==> src/rtl/mips_pkg.sv <==
// Shared MIPS pipeline definitions: widths, opcodes, bubble/halt words,
// fetch FSM encoding and the IF/ID bundle type.
package mips_pkg;

    localparam int XLEN = 32;

    localparam logic [5:0] OP_R_FORMAT = 6'd0;
    localparam logic [5:0] OP_J        = 6'd2;
    localparam logic [5:0] OP_BEQ      = 6'd4;
    localparam logic [5:0] OP_ADDIU    = 6'd9;
    localparam logic [5:0] OP_LW       = 6'd35;
    localparam logic [5:0] OP_SW       = 6'd43;

    // sll $0,$0,0
    localparam logic [31:0] NOP_INSTR  = 32'h0000_0000;
    localparam logic [31:0] HALT_INSTR = 32'hFFFF_FFFF;

    localparam logic [0:0] ST_RUN    = 1'b0;
    localparam logic [0:0] ST_HALTED = 1'b1;

    typedef struct packed {
        logic [31:0]     instr;
        logic [XLEN-1:0] pc_plus4;
        logic            valid;
    } if_id_t;

    function automatic logic [5:0] opcode_of(input logic [31:0] instr);
        return instr[31:26];
    endfunction

endpackage

==> src/rtl/if_id_reg.sv <==
// IF/ID pipeline register with hold (stall) and clear-to-bubble (flush).
// Ports: clk, rst (sync, active-high), hold_i, flush_i, load_i,
//   instr_i/pc_plus4_i in; instr_o, pc_plus4_o, valid_o out.
module if_id_reg #(
    parameter int          XLEN      = 32,
    parameter logic [31:0] NOP_INSTR = 32'h0000_0000
) (
    input  logic            clk,
    input  logic            rst,
    input  logic            hold_i,
    input  logic            flush_i,
    input  logic            load_i,
    input  logic [31:0]     instr_i,
    input  logic [XLEN-1:0] pc_plus4_i,
    output logic [31:0]     instr_o,
    output logic [XLEN-1:0] pc_plus4_o,
    output logic            valid_o
);

    logic [31:0]     instr_q;
    logic [XLEN-1:0] pc_plus4_q;
    logic            valid_q;

    // Flush beats hold so a redirect kills a stalled instruction.
    always_ff @(posedge clk) begin
        if (rst || flush_i) begin
            instr_q    <= NOP_INSTR;
            pc_plus4_q <= '0;
            valid_q    <= 1'b0;
        end else if (load_i && !hold_i) begin
            instr_q    <= instr_i;
            pc_plus4_q <= pc_plus4_i;
            valid_q    <= 1'b1;
        end
    end

    assign instr_o    = instr_q;
    assign pc_plus4_o = pc_plus4_q;
    assign valid_o    = valid_q;

endmodule

==> src/rtl/if_fetch_stage.sv <==
// Instruction fetch stage: PC, next-PC mux, RUN/HALTED FSM and IF/ID register.
// Ports: clk, rst (sync, active-high), stall, redirect, redirect_pc,
//   imem_rdata in; imem_addr, imem_en, ifid_instr, ifid_opcode,
//   ifid_pc_plus4, ifid_valid, halted, misalign_err, fetch_cnt, stall_cnt out.
// Macro IF_PERF_CNT_EN enables fetch/stall counters (else tied to zero).
module if_fetch_stage #(
    parameter int              XLEN       = mips_pkg::XLEN,
    parameter logic [XLEN-1:0] RESET_PC   = '0,
    parameter logic [31:0]     NOP_INSTR  = mips_pkg::NOP_INSTR,
    parameter logic [31:0]     HALT_INSTR = mips_pkg::HALT_INSTR
) (
    input  logic            clk,
    input  logic            rst,
    input  logic            stall,
    input  logic            redirect,
    input  logic [XLEN-1:0] redirect_pc,
    input  logic [31:0]     imem_rdata,
    output logic [XLEN-1:0] imem_addr,
    output logic            imem_en,
    output logic [31:0]     ifid_instr,
    output logic [5:0]      ifid_opcode,
    output logic [XLEN-1:0] ifid_pc_plus4,
    output logic            ifid_valid,
    output logic            halted,
    output logic            misalign_err,
    output logic [31:0]     fetch_cnt,
    output logic [31:0]     stall_cnt
);

    import mips_pkg::*;

    logic [XLEN-1:0] pc_q, pc_d;
    logic [XLEN-1:0] pc_plus4;
    logic [0:0]      state_q, state_d;
    logic            mis_q, mis_d;

    logic running;
    logic do_redir;
    logic do_hold;
    logic do_halt;
    logic advance;
    logic flush;

    assign running  = (state_q == ST_RUN);
    assign pc_plus4 = pc_q + XLEN'(4);

    // Mutually exclusive edge actions in priority order.
    assign do_redir = redirect;
    assign do_hold  = stall && !redirect;
    assign do_halt  = running && !stall && !redirect
                   && (imem_rdata == HALT_INSTR);
    assign advance  = running && !stall && !redirect
                   && (imem_rdata != HALT_INSTR);

    // HALTED keeps feeding bubbles unless stalled.
    assign flush = do_redir || do_halt
                || (!running && !stall);

    always_comb begin
        pc_d    = pc_q;
        state_d = state_q;
        mis_d   = mis_q;
        unique case (1'b1)
            do_redir: begin
                pc_d    = {redirect_pc[XLEN-1:2], 2'b00};
                state_d = ST_RUN;
                mis_d   = mis_q | (|redirect_pc[1:0]);
            end
            do_hold: ;
            do_halt: state_d = ST_HALTED;
            advance: pc_d = pc_plus4;
            default: ;
        endcase
    end

    always_ff @(posedge clk) begin
        if (rst) begin
            pc_q    <= RESET_PC;
            state_q <= ST_RUN;
            mis_q   <= 1'b0;
        end else begin
            pc_q    <= pc_d;
            state_q <= state_d;
            mis_q   <= mis_d;
        end
    end

    if_id_reg #(
        .XLEN      (XLEN),
        .NOP_INSTR (NOP_INSTR)
    ) u_if_id (
        .clk        (clk),
        .rst        (rst),
        .hold_i     (do_hold),
        .flush_i    (flush),
        .load_i     (advance),
        .instr_i    (imem_rdata),
        .pc_plus4_i (pc_plus4),
        .instr_o    (ifid_instr),
        .pc_plus4_o (ifid_pc_plus4),
        .valid_o    (ifid_valid)
    );

`ifdef IF_PERF_CNT_EN
    logic [31:0] fetch_cnt_q, fetch_cnt_d;
    logic [31:0] stall_cnt_q, stall_cnt_d;

    assign fetch_cnt_d = fetch_cnt_q + {31'd0, advance};
    assign stall_cnt_d = stall_cnt_q + {31'd0, do_hold};

    always_ff @(posedge clk) begin
        if (rst) begin
            fetch_cnt_q <= 32'd0;
            stall_cnt_q <= 32'd0;
        end else begin
            fetch_cnt_q <= fetch_cnt_d;
            stall_cnt_q <= stall_cnt_d;
        end
    end

    assign fetch_cnt = fetch_cnt_q;
    assign stall_cnt = stall_cnt_q;
`else
    assign fetch_cnt = 32'd0;
    assign stall_cnt = 32'd0;
`endif

    assign imem_addr    = pc_q;
    assign imem_en      = running && !stall && !rst;
    assign ifid_opcode  = opcode_of(ifid_instr);
    assign halted       = (state_q == ST_HALTED);
    assign misalign_err = mis_q;

endmodule

==> config.mk <==
export PLATFORM = sky130hd
export DESIGN_NAME = if_fetch_stage
export DESIGN_NICKNAME = d
export VERILOG_FILES = /design/src/rtl/mips_pkg.sv /design/src/rtl/if_id_reg.sv /design/src/rtl/if_fetch_stage.sv
export SDC_FILE = /design/constraint.sdc
export NUM_CORES = 1
export LEC_CHECK = 0
export BUFFER_PORTS_ARGS = -buffer_cell sky130_fd_sc_hd__clkbuf_2
export CAP_MARGIN = 20
export CORE_ASPECT_RATIO = 0.9
export CORE_MARGIN = 5
export CORE_UTILIZATION = 43
export CTS_CLUSTER_SIZE = 16
export DETAILED_ROUTE_END_ITERATION = 6
export GPL_TIMING_DRIVEN = 1
export PLACE_DENSITY_LB_ADDON = 0.1
export SYNTH_ARGS = -nofsm -noshare
export SYNTH_HDL_FRONTEND = slang
export SYNTH_HIERARCHICAL = 1
export SYNTH_SLANG_ARGS = --single-unit
export TNS_END_PERCENT = 100
==> constraint.sdc <==
create_clock -name clk -period 2 [get_ports clk]
set_input_delay 0.2 -clock clk [delete_from_list [all_inputs] [get_ports clk]]
set_output_delay 0.2 -clock clk [all_outputs]
set_load 0.03 [all_outputs]
==> impl_metrics.env <==
export IMPL_status="complete, no violations"
export IMPL_insertion_delay_ns=0.35
export IMPL_p_int_w=0.00327
export IMPL_grt_remaining_overflow=0
export IMPL_nets=904
export IMPL_drt_iter0_drc=249
export IMPL_fin_crit_ns=1.90
export IMPL_setup_tns_ns=0
export IMPL_critPathLaunchType="register"
export IMPL_diodes=0
export IMPL_slowest_delay_ns=0.38
export IMPL_synth_async_sr_flop_share_pct=0
export IMPL_synthTopCellsByArea="dfxtp_1 37%, buf_4 11%, nand2_1 10%, a21oi_1 6.2%, a211oi_1 3.3%"
export IMPL_synth_seq_area_share_pct=36.7
export IMPL_syn_cell_area_um2=5290
export IMPL_clk_pin_slew_ns=0.07
export IMPL_p_per_area_nw_per_um2=713
export IMPL_synth_cell_types=58
export IMPL_cts_tree="done"
export IMPL_hold_slack_ns=0.0776
export IMPL_fin_util_pct=55.3
export IMPL_hold_path_class="in -> reg"
export IMPL_crit_arrival_ns=2.17
export IMPL_dieArea_um2=14600
export IMPL_htreeDepth=3
export IMPL_cap_viol_max_count=0
export IMPL_timing_final_crit_share_pct=95.2
export IMPL_hpwl_um=11700
export IMPL_critPathMaxFanout=6
export IMPL_hold_violations=0
export IMPL_synth_top_area_cell="dfxtp_1"
export IMPL_synth_common_cells="146 x nand2_1, 97 x dfxtp_1, 75 x buf_4"
export IMPL_switching_power_w=0.00147
export IMPL_crit_required_ns=2.27
export IMPL_antenna_found_initial=0
export IMPL_die_h_um=115
export IMPL_die_x_um=127
export IMPL_tightest_slew_ns=0.490
export IMPL_yosysMostFrequentCell="nand2_1"
export IMPL_vias=4968
export IMPL_initial_core_util_pct=43.9
export IMPL_fp_coreArea_um2=12000
export IMPL_drc=0
export IMPL_path_class="reg -> reg"
export IMPL_skew_ns=0.00697
export IMPL_ios=238
export IMPL_totalWireLength_um=15200
export IMPL_power_total_w=0.00474
export IMPL_gp_congestion=0.879
export IMPL_synth_top_area_share_pct=36.7
export IMPL_synth_edff_count=0
export IMPL_final_layout_size_suffix_gt1_share_pct=34.2
export IMPL_cts_sinks=97
export IMPL_synth_ff_type="dfxtp_1"
export IMPL_leakage_nw=2.93
export IMPL_clockPowerShare_pct=38.2
export IMPL_antenna_left=0
export IMPL_rsz0062_at_grt="false"
export IMPL_crit_path_cell_trace="and4_4 -> buf_6 -> nand3_4 -> or3_4 -> or3_1 -> a311oi_2"
export IMPL_core_rowCount=38
export IMPL_switching_share_pct=31.0
export IMPL_crit_slowest_cell="dfxtp_4"
export IMPL_portBuffers=171
export IMPL_cts_buffers=9
export IMPL_grt_usage_pct=20.4
export IMPL_ctsHoldBuffers=0
export IMPL_syn2layout_area_growth_pct=25.8
export IMPL_combPwrFrac_pct=18.4
export IMPL_grt_max_degree=50
export IMPL_first_global_vias=4754
export IMPL_worstSetupEndpointType="register"
export IMPL_syn_avg_cell_area_um2=8.12
export IMPL_clk_path_buf_depth=2
export IMPL_peakVddDrop_mv=0.533
export IMPL_relSlewSlack_pct=66.5
export IMPL_fmax_ghz=0.525
export IMPL_synth_cells=651
export IMPL_viasPerCell=4.97
export IMPL_slew_viol_final=0
export IMPL_grt_pass1_wl_um=24100
export IMPL_ys_warn_count=6
export IMPL_wire_per_inst_um=15.2
export IMPL_ys_seq_elements=97
export IMPL_finalSetupViolations=0
export IMPL_first_pass_iters=5
export IMPL_cts_root_buf="clkbuf_16"
export IMPL_seq_power_share_pct=43.4
==> area by class of cell <==
type	instances	area [um^2]
Tap cell	160	200
Sequential cell	97	1970
Multi-Input combinational cell	489	2800
Inverter	18	67.6
Timing Repair Buffer	220	1290
Fill cell	1191	5380
Clock inverter	6	72.6
Clock buffer	10	239
==> stage by stage <==
step / cell area (um^2) / worst slack, ns / cells
2_1_floorplan: 5580 / -0.0105 / 718
3_3_place_gp: 6260 / -0.0339 / 982
3_5_place_dp: 6260 / 0.00394 / 982
4_1_cts: 6570 / 0.0372 / 998
5_1_grt: 6650 / 0.00690 / 1000
6_report: 6650 / 0.0954 / 1000
==> flip-flops by register name, indices dropped and copies added (netlist names) <==
register            cells
imem_addr              30
misalign_err            1
u_if_id/pc_plus4_o     32
u_if_id/valid_o         1
u_if_id/instr_o        32
halted                  1
==> worst max-delay path: cells and delay by family (launching register included) <==
| kind | cells | cell delay, ns |
|---|---|---|
| and+or+nand+nor | 4 | 1.06 |
| AOI/OAI and AO/OA | 1 | 0.24 |
| buffers and inverters | 1 | 0.13 |
| DFF | 1 | 0.38 |
==> what timing repair did <==
action,4_1_cts,5_1_grt
setup buffers,0,2
setup endpoints to repair,0,27
gates resized for setup,0,14
==> kinds of logic (layout without fill, tap and decap cells) <==
| group | after synthesis | in the layout | synth area share, % |
|---|---|---|---|
| AO/OA/AOI/OAI | 126 | 126 | 16.7 |
| other | 1 | 68 | 0.0709 |
| AND/OR/NAND/NOR | 259 | 259 | 24.2 |
| flip-flops | 97 | 97 | 36.7 |
| adder cells (fa/ha/maj) | 1 | 1 | 0.237 |
| multiplexers | 2 | 2 | 0.402 |
| buffers and inverters | 132 | 254 | 16.2 |
| XOR/XNOR | 33 | 33 | 5.47 |
==> per-layer routing <==
| layer | wire length, um | part of all wire (%) | track usage, % | up-vias |
|---|---|---|---|---|
| met4 | 139 | 0.91 | 4.93 | 0 |
| met5 | 0 | 0 | 0 | - |
| met1 | 6960 | 46 | 26.7 | 2295 |
| met3 | 1180 | 7.8 | 6.55 | 11 |
| met2 | 6960 | 46 | 33.0 | 182 |
| li1 | - | - | - | 2480 |
==> cell usage in the layout, fill, tap and decap left out, drive strengths merged, types with 7 or more instances in the layout <==
| master | netlist | routed |
|---|---|---|
| inv | 18 | 21 |
| nand4 | 16 | 16 |
| xnor2 | 19 | 19 |
| buf | 102 | 49 |
| and4 | 18 | 18 |
| a2111oi | 17 | 17 |
| nor3 | 10 | 10 |
| and3 | 7 | 7 |
| dfxtp | 97 | 97 |
| nor2 | 30 | 30 |
| nand2 | 146 | 146 |
| conb | 1 | 68 |
| a21oi | 67 | 67 |
| nand3 | 9 | 9 |
| clkbuf | 12 | 181 |
| xor2 | 14 | 14 |
| a211oi | 23 | 23 |
==> worst paths after layout <==
kind	from	end	slack [ns]	depth (start not counted)
setup / recovery	imem_addr[6]$_SDFFE_PP0P_	imem_addr[18]$_SDFFE_PP0P_	0.1	6
hold / removal	imem_rdata[29]	u_if_id/instr_o[29]$_SDFFE_PP0P_	0.08	3
setup reg to reg	imem_addr[6]$_SDFFE_PP0P_	imem_addr[18]$_SDFFE_PP0P_	0.1	6
hold reg to reg	misalign_err$_SDFFE_PP0P_	misalign_err$_SDFFE_PP0P_	0.45	2
==> power groups by stage <==
stage	Sequential, W	Clock [W]	Combinational [W]
2_1_floorplan	0.00224	0	0.000554
3_3_place_gp	0.00210	0	0.000857
3_5_place_dp	0.00210	0	0.000864
4_1_cts	0.00206	0.00188	0.000868
5_1_grt	0.00207	0.00195	0.000938
6_report	0.00206	0.00181	0.000873
Note: power is estimated with default switching activity, not from simulation.
